## config.mk

```make
export PLATFORM = sky130hd
export DESIGN_NAME = systolic_feeder
export DESIGN_NICKNAME = d
export VERILOG_FILES = /design/src/rtl/systolic_pkg.sv /design/src/rtl/skew_lane_mux.sv /design/src/rtl/systolic_feeder.sv
export SDC_FILE = /design/constraint.sdc
export NUM_CORES = 1
export LEC_CHECK = 0
export ABC_AREA = 1
export BUFFER_PORTS_ARGS = -buffer_cell sky130_fd_sc_hd__clkbuf_2
export CAP_MARGIN = 30
export CORE_ASPECT_RATIO = 0.6
export CORE_MARGIN = 1
export CORE_UTILIZATION = 54
export CTS_CLUSTER_DIAMETER = 200
export DETAILED_ROUTE_END_ITERATION = 7
export HOLD_SLACK_MARGIN = 0.12
export PLACE_DENSITY = 0.79
export SETUP_SLACK_MARGIN = 0.02
export SYNTH_ARGS = -nofsm -noshare
export SYNTH_HDL_FRONTEND = slang
export SYNTH_SLANG_ARGS = --single-unit
```

## constraint.sdc

```tcl
create_clock -name clk -period 3.2 [get_ports clk]
set_input_delay 0.64 -clock clk [delete_from_list [all_inputs] [get_ports clk]]
set_output_delay 0.64 -clock clk [all_outputs]
set_load 0.01 [all_outputs]
```

## src/rtl/systolic_pkg.sv

```systemverilog
// rtl/systolic_pkg.sv - shared state encoding and index helpers for the systolic feeder
package systolic_pkg;

    typedef enum logic [2:0] {
        ST_IDLE,
        ST_CLEAR,
        ST_FEED,
        ST_DRAIN,
        ST_DONE
    } feeder_state_t;

    // Bit offset of element [row][col] in a row-major packed matrix.
    function automatic int elem_index(input int row, input int col,
                                      input int max_dim, input int data_width);
        return (row * max_dim + col) * data_width;
    endfunction

    // Zero vectors after the last feed so the final products reach the far corner PE.
    function automatic int drain_cycles(input int n);
        return n;
    endfunction

endpackage

```

## src/rtl/skew_lane_mux.sv

```systemverilog
// rtl/skew_lane_mux.sv - picks element [LANE][t-LANE] of a latched matrix, zero when out of range
module skew_lane_mux
    import systolic_pkg::*;
#(
    parameter int DATA_WIDTH = 8,
    parameter int MAX_DIM    = 2,
    parameter int LANE       = 0,
    parameter int CW         = 2,
    parameter int DW         = 2
) (
    input  logic [MAX_DIM*MAX_DIM*DATA_WIDTH-1:0] mat,
    input  logic [CW-1:0]                         t,
    input  logic [DW-1:0]                         n,
    output logic [DATA_WIDTH-1:0]                 elem
);

    int k;

    always_comb begin
        k    = int'(t) - LANE;
        elem = '0;
        if ((LANE < int'(n)) && (k >= 0) && (k < int'(n))) begin
            elem = mat[elem_index(LANE, k, MAX_DIM, DATA_WIDTH) +: DATA_WIDTH];
        end
    end

endmodule

```

## src/rtl/systolic_feeder.sv

```systemverilog
// rtl/systolic_feeder.sv - latches A/B and streams them skewed into systolic_array (optional FEEDER_B_TRANSPOSE_EN)
module systolic_feeder
    import systolic_pkg::*;
#(
    parameter int DATA_WIDTH = 8,
    parameter int MAX_DIM    = 2
) (
    input  logic                                  clk,
    input  logic                                  reset,
    input  logic                                  start,
    input  logic [$clog2(MAX_DIM+1)-1:0]          dim,
    input  logic [MAX_DIM*MAX_DIM*DATA_WIDTH-1:0] mat_a,
    input  logic [MAX_DIM*MAX_DIM*DATA_WIDTH-1:0] mat_b,
`ifdef FEEDER_B_TRANSPOSE_EN
    input  logic                                  b_transposed,
`endif
    output logic [MAX_DIM*DATA_WIDTH-1:0]         a_vec,
    output logic [MAX_DIM*DATA_WIDTH-1:0]         b_vec,
    output logic                                  array_clr,
    output logic                                  busy,
    output logic                                  done
);

    localparam int DW = $clog2(MAX_DIM + 1);
    localparam int CW = $clog2(2 * MAX_DIM);
    localparam int MW = MAX_DIM * MAX_DIM * DATA_WIDTH;
    localparam int VW = MAX_DIM * DATA_WIDTH;
    localparam logic [DW-1:0] MAX_N = DW'(MAX_DIM);

    feeder_state_t state;
    feeder_state_t state_next;

    logic [CW-1:0] cnt;
    logic [DW-1:0] n_lat;
    logic [DW-1:0] n_clamped;
    logic [MW-1:0] a_lat;
    logic [MW-1:0] b_lat;
    logic [CW-1:0] feed_last;
    logic [CW-1:0] drain_last;
    logic [VW-1:0] a_lanes;
    logic [VW-1:0] b_lanes;

    function automatic logic [MW-1:0] transpose(input logic [MW-1:0] m);
        logic [MW-1:0] r;
        r = '0;
        for (int i = 0; i < MAX_DIM; i++) begin
            for (int j = 0; j < MAX_DIM; j++) begin
                r[elem_index(i, j, MAX_DIM, DATA_WIDTH) +: DATA_WIDTH] =
                    m[elem_index(j, i, MAX_DIM, DATA_WIDTH) +: DATA_WIDTH];
            end
        end
        return r;
    endfunction

    always_comb begin
        n_clamped  = ((dim == '0) || (dim > MAX_N)) ? MAX_N : dim;
        feed_last  = (CW'(n_lat) << 1) - CW'(2);
        drain_last = CW'(drain_cycles(int'(n_lat)) - 1);
    end

    always_ff @(posedge clk) begin
        if (reset) begin
            state <= ST_IDLE;
        end else begin
            state <= state_next;
        end
    end

    always_comb begin
        state_next = state;
        case (state)
            ST_IDLE:  if (start) state_next = ST_CLEAR;
            ST_CLEAR: state_next = ST_FEED;
            ST_FEED:  if (cnt == feed_last) state_next = ST_DRAIN;
            ST_DRAIN: if (cnt == drain_last) state_next = ST_DONE;
            ST_DONE:  state_next = ST_IDLE;
            default:  state_next = ST_IDLE;
        endcase
    end

    // B is stored transposed so both operands use the same [lane][t-lane] selection.
    always_ff @(posedge clk) begin
        if (reset) begin
            cnt   <= '0;
            n_lat <= '0;
            a_lat <= '0;
            b_lat <= '0;
        end else begin
            case (state)
                ST_IDLE: begin
                    cnt <= '0;
                    if (start) begin
                        n_lat <= n_clamped;
                        a_lat <= mat_a;
`ifdef FEEDER_B_TRANSPOSE_EN
                        b_lat <= b_transposed ? mat_b : transpose(mat_b);
`else
                        b_lat <= transpose(mat_b);
`endif
                    end
                end
                ST_FEED:  cnt <= (cnt == feed_last) ? '0 : cnt + CW'(1);
                ST_DRAIN: cnt <= (cnt == drain_last) ? '0 : cnt + CW'(1);
                default:  cnt <= '0;
            endcase
        end
    end

    for (genvar g = 0; g < MAX_DIM; g++) begin : g_lane
        skew_lane_mux #(
            .DATA_WIDTH(DATA_WIDTH),
            .MAX_DIM   (MAX_DIM),
            .LANE      (g),
            .CW        (CW),
            .DW        (DW)
        ) u_a_mux (
            .mat (a_lat),
            .t   (cnt),
            .n   (n_lat),
            .elem(a_lanes[g*DATA_WIDTH +: DATA_WIDTH])
        );

        skew_lane_mux #(
            .DATA_WIDTH(DATA_WIDTH),
            .MAX_DIM   (MAX_DIM),
            .LANE      (g),
            .CW        (CW),
            .DW        (DW)
        ) u_b_mux (
            .mat (b_lat),
            .t   (cnt),
            .n   (n_lat),
            .elem(b_lanes[g*DATA_WIDTH +: DATA_WIDTH])
        );
    end

    always_ff @(posedge clk) begin
        if (reset) begin
            a_vec     <= '0;
            b_vec     <= '0;
            array_clr <= 1'b0;
            busy      <= 1'b0;
            done      <= 1'b0;
        end else begin
            a_vec     <= (state == ST_FEED) ? a_lanes : '0;
            b_vec     <= (state == ST_FEED) ? b_lanes : '0;
            array_clr <= (state == ST_CLEAR);
            busy      <= (state == ST_CLEAR) || (state == ST_FEED) || (state == ST_DRAIN);
            done      <= (state == ST_DONE);
        end
    end

endmodule
```

### After elaboration in Yosys (flattened, before gate mapping)

Cells that the tools add are included.

* bits in registers: 106
* input port bits: 69
* output and inout bits: 35

* $add $sub $neg: 5
* $lt $le $gt $ge: 7
* equality and inequality tests: 9
* shift operators: 4
* mux-type cells: 8
* bitwise gates (word level): 3
* reduce and logical (&&, ||, !) cells: 13

Operators by type and width (count)
* $shiftx 32x32->8: 2
* $shiftx 32x6->8: 2
* $pmux 3 s4: 1
* $mux 3: 3
* $eq 3x2->1 const B: 2
* $mux 2: 3
* $ne 2x2->1 const B: 3
* $reduce_or 3->1: 2
* $add 3x3->4 const A: 1
* $eq 2x2->1: 2
* $logic_and 1x1->1: 4
* $lt 1x2->1 const A: 2
* $pmux 2 s2: 1
* $eq 3x1->1 const B: 1
* $eq 3x3->1 const B: 1
* $ge 3x1->1 const B: 1
* $logic_not 3->1: 1
* $logic_or 1x1->1: 3
* $lt 3x3->1: 1
* $not 1->1: 3
* $reduce_and 3->1: 1
* $sub 2x1->3 const B: 1
* $add 2x1->2 const B: 1
* $ge 2x1->1 const B: 1
* other kinds (6): 6

### Logic depth before layout (Yosys ltp)

* word-level depth: 6
* gate-level depth with buffers: 12
* gate-level depth less buffers: 10

### Hierarchy

A second synthesis with hierarchy kept.

* cell total of the unflattened synthesis: 879
* area total of the unflattened synthesis: 5659.2 sq um

Modules (own cells, without submodules)
* systolic_feeder: times used 1, cells an instance 448, area each 3617.2 sq um, sequential area each 2122.0 sq um
* skew_lane_mux (g_lane[0].u_a_mux ...): times used 2, cells an instance 101, area each 486.7 sq um, sequential area each 0.0 sq um
* skew_lane_mux (g_lane[1].u_a_mux): times used 1, cells an instance 126, area each 556.8 sq um, sequential area each 0.0 sq um
* skew_lane_mux (g_lane[1].u_b_mux): times used 1, cells an instance 103, area each 511.7 sq um, sequential area each 0.0 sq um

### Worst setup path after synthesis

OpenSTA, ideal clock, no wires.

* path type: reg2reg
* from: reg cnt[0]
* to: reg a_vec[9]
* setup time: 73 ps
* arrival time: 2443 ps
* data required time: 3127 ps
* slack: 684 ps
* cell stages (with the launch flop): 13
* buffers on the path: 3
* clock period less this slack: 2516 ps
* cell sequence: dfxtp_1 -> buf_2 -> inv_2 -> clkbuf_1 -> ha_1 -> inv_1 -> clkbuf_1 -> ha_1 -> inv_1 -> nor2_1 -> o21ai_0 -> nand3_1 -> a21oi_1

* longest elaborated chain between the ends: 6
* elaborated cells on any way between the ends: 9
* those cells by class: add/sub: 2; order compare: 2; shift: 1; bitwise: 1; reduce/logical: 3

RTL lines
* start: declaration: RTL line systolic_feeder.sv:33 `logic [CW-1:0] cnt;`
* start signal: assignment: RTL line systolic_feeder.sv:102 `ST_FEED: cnt <= (cnt == feed_last) ? '0 : cnt + CW'(1);`
* start signal: assignment: RTL line systolic_feeder.sv:103 `ST_DRAIN: cnt <= (cnt == drain_last) ? '0 : cnt + CW'(1);`
* $sub 2x1->3 (*): RTL line skew_lane_mux.sv:20 `k = int'(t) - LANE;`
* parallel branches: the longest is 5 deep, another holds $add 3x3->4
* end signal: assignment: RTL line systolic_feeder.sv:145 `a_vec <= (state == ST_FEED) ? a_lanes : '0;`
* end: declaration: RTL line systolic_feeder.sv:17 `output logic [MAX_DIM*DATA_WIDTH-1:0] a_vec,`

Every way passes the cells marked *.
A chain may end at the register's enable or synchronous reset.

### Worst setup path after layout

* from: reg cnt[1]
* to: reg b_vec[11]

* longest elaborated chain between the ends: 6
* elaborated cells on any way between the ends: 9
* those cells by class: add/sub: 2; order compare: 2; shift: 1; bitwise: 1; reduce/logical: 3

RTL lines
* $sub 2x1->3 (*): RTL line skew_lane_mux.sv:20
* parallel branches: the longest is 5 deep, another holds $add 3x3->4
* end signal: assignment: RTL line systolic_feeder.sv:146 `b_vec <= (state == ST_FEED) ? b_lanes : '0;`
* end: declaration: RTL line systolic_feeder.sv:18 `output logic [MAX_DIM*DATA_WIDTH-1:0] b_vec,`

Marks and branches as above.

==> metrics.md <==
| Metric | Value |
|---|---|
| Non-Filler Instances | 831 |
| Crit Reg-Reg Startpoint | cnt[1] |
| Status | finished clean |
| LEAKAGE | 2.55 nW |
| Share of cells above drive strength 1 | 0.204 |
| Initial antenna violation count | 0 |
| Largest net degree at the start of global routing | 93 |
| CTS tree | built |
| CP Launch Type | flip-flop |
| Hold WC Path Type | reg2reg |
| Wire per inst | 15.5 µm |
| Max VDD drop | 386 µV |
| CTS Buffer Depth | 2 |
| Register area share after synthesis | 0.449 |
| Post-DP HPWL | 8940 µm |
| Reg2reg setup slack | 0.73 ns |
| Required @ worst endpoint | 3.47 ns |
| WP data arrival | 2.74 ns |
| Initial DRC Count | 530 |
| Clk Latency, worst-skew pair | 0.35 ns |
| Synth unique cells | 31 |
| Final Skew | 0.00600 ns |
| Worst hold path depth | 2 |
| FMAX | 0.404 GHz |
| RD Place Congestion | 0.883 |
| DRC Markers | 0 |
| Final Power | 3.91 mW |
| H-Tree Level Count | 3 |
| Clock transition at path regs | 0.07 ns |
| Most frequent cells in the layout | 130 x nand2_1, 109 x a21oi_1, 105 x dfxtp_1 |
| Number of I/O pins | 104 |
| Final wirelength | 12900 µm |
| Net Count, Synth | 713 |
| R2r worst-path depth | 11 |
| Global route total overflow | 0 |
| ANT cells | 0 |
| FP Rows | 26 |
| Die area | 9140 µm² |
| Hold Fails Final Rpt | 0 |
| Clock Tree Root | clkbuf_16 |
| Die Y | 74.5 µm |
| Reg-to-Reg End | b_vec[11] |
| Most common cell after layout, fill and taps aside | nand2_1 |
| Number of synthesized register bits | 106 |
| # clock sinks | 106 |
| Tcrit/Tclk final | 0.773 |
| Cells after synthesis | 635 |
| Post-DP Area | 5160 µm² |
| Syn. warnings | 0 |
| Endpoint, Worst Hold | b_lat[25] |
| ANT nets after route | 0 |
| Unrepaired setup endpoints after global routing | no |
| GRT Util Overall | 0.295 |
| Starting Density | 0.557 |
| Critical Path, Cell by Cell | clkinv_1 -> ha_1 -> buf_4 -> inv_1 -> buf_4 -> ha_1 -> inv_1 -> nor2_1 -> o21ai_0 -> nand4_2 -> nor2_1 |
| HP Start | b_lat[25] |
| First-pass GRT wire length | 19700 µm |
| Via-per-instance ratio | 5.51 |
| Fin util | 0.646 |
| Post-CTS sizing | 0 |
| Period minus WS final | 2.47 ns |
| Worst hold slack | 0.473 ns |
| Synth area leaders | dfxtp_1 45%, a21oi_1 12%, nand2_1 10% |
| DR vias | 4577 |
| Worst slew margin | 0.475 |
| Vias in the first global route | 3875 |
| Final setup viols | 0 |
| Setup Fix Bufs, Post-CTS | 0 |
| Final worst slack | 0.727 ns |
| Final setup TNS | 0 ns |
| Worst Tran Pin Value | 0.787 ns |
| Dominant cell type by area after synthesis | dfxtp_1 |
| Crit. Startpoint | cnt[1] |
| Number of port buffers | 103 |
| Final instance area | 5480 µm² |
| CTS Buf Count | 9 |
| CP endpoint kind | flip-flop |
| CP peak stage delay | 0.34 ns |
| Critical path type | reg2reg |
| Slew Limit Fails | 0 |
| Cell Area, Synth | 4730 µm² |
| CP max FO | 22 |
| Placed insts | 817 |
| Pwr Density | 713 nW/µm² |
| Hold buffers post-CTS | 0 |
| Pre-CTS setup slack | 0.780 ns |
| Nets | 794 |
| DR pass1 iterations | 5 |
| Top-area cell type share of the netlist area | 0.449 |
| Die width | 123 µm |
| Syn avg cell area | 7.44 µm² |
| Core area | 8490 µm² |
| Synth-to-layout area growth | 16.0% |
| Max-cap viol count | 0 |
| Critical-path cell with the highest stage delay | dfxtp_1 |
-- worst max-delay path: cells and delay by family (launching register included) --
family	cells	cell delay (ns)
AO/OA/AOI/OAI	1	0.26
adder cells (fa/ha/maj)	2	0.56
buffers and inverters	5	0.66
flip-flops	1	0.34
AND/OR/NAND/NOR	3	0.56
-- synthesized netlist by cell type --
cell type,number
buf_6,6
nand3b_1,1
a21oi_2,5
nand2_1,130
nor2_1,36
nor2_4,2
o21ai_1,36
clkbuf_1,13
buf_8,6
inv_2,4
nand3_1,6
nand2_2,5
ha_1,9
clkinv_1,1
o22ai_1,6
inv_1,64
o21ai_0,56
nand4_2,1
buf_12,1
a211oi_1,1
buf_2,15
buf_1,2
a22o_1,5
nor3_1,4
a31oi_1,1
dfxtp_1,106
o2111ai_1,1
nor4_1,1
nor2_2,1
a21oi_1,109
nand3_2,1
-- area by class of cell --
cell class	count	area (µm²)
tap	112	140
fill	768	3010
sequential	106	2120
inverter	69	259
clock inverter	2	60.1
multi-input combinational	417	2040
clock buffer	12	267
timing repair buffer	113	591
-- layer usage --
layer / vias to the layer above / share of wire / GRT usage
met5: - / 0 / 0
met4: 0 / 0.010 / 0.0705
met3: 18 / 0.11 / 0.0844
met2: 269 / 0.41 / 0.429
met1: 2058 / 0.47 / 0.428
li1: 2232 / - / -
-- worst max-delay path by stage --
stage                      to  slack, ns  cells after the start
floorplan            a_vec[9]       0.68                     12
global placement    b_vec[11]       0.94                     11
detailed placement  b_vec[11]       0.78                     11
CTS                 b_vec[11]       0.76                     11
global route        a_vec[15]       0.55                     11
finish              b_vec[11]       0.73                     11
-- where the power goes --
group	switching (mW)	internal (mW)
sequential	0.151	1.55
clock	0.465	0.741
combinational	0.667	0.336
total	1.28	2.63
-- sequential cells by signal, indices dropped and copies added, names as in the netlist --
name       flops
a_lat         32
busy           1
state          3
n_lat          2
done           1
array_clr      1
cnt            2
b_vec         16
b_lat         32
a_vec         16
-- cells by family (layout without fill, tap and decap cells) --
group,count (synthesis),in the layout,synth area share
compound gates,220,220,0.244
buf+inv,112,196,0.120
fa+ha+maj,9,9,0.0238
flops,106,106,0.449
simple gates,188,188,0.163
Power figures use the tool's default switching activity.
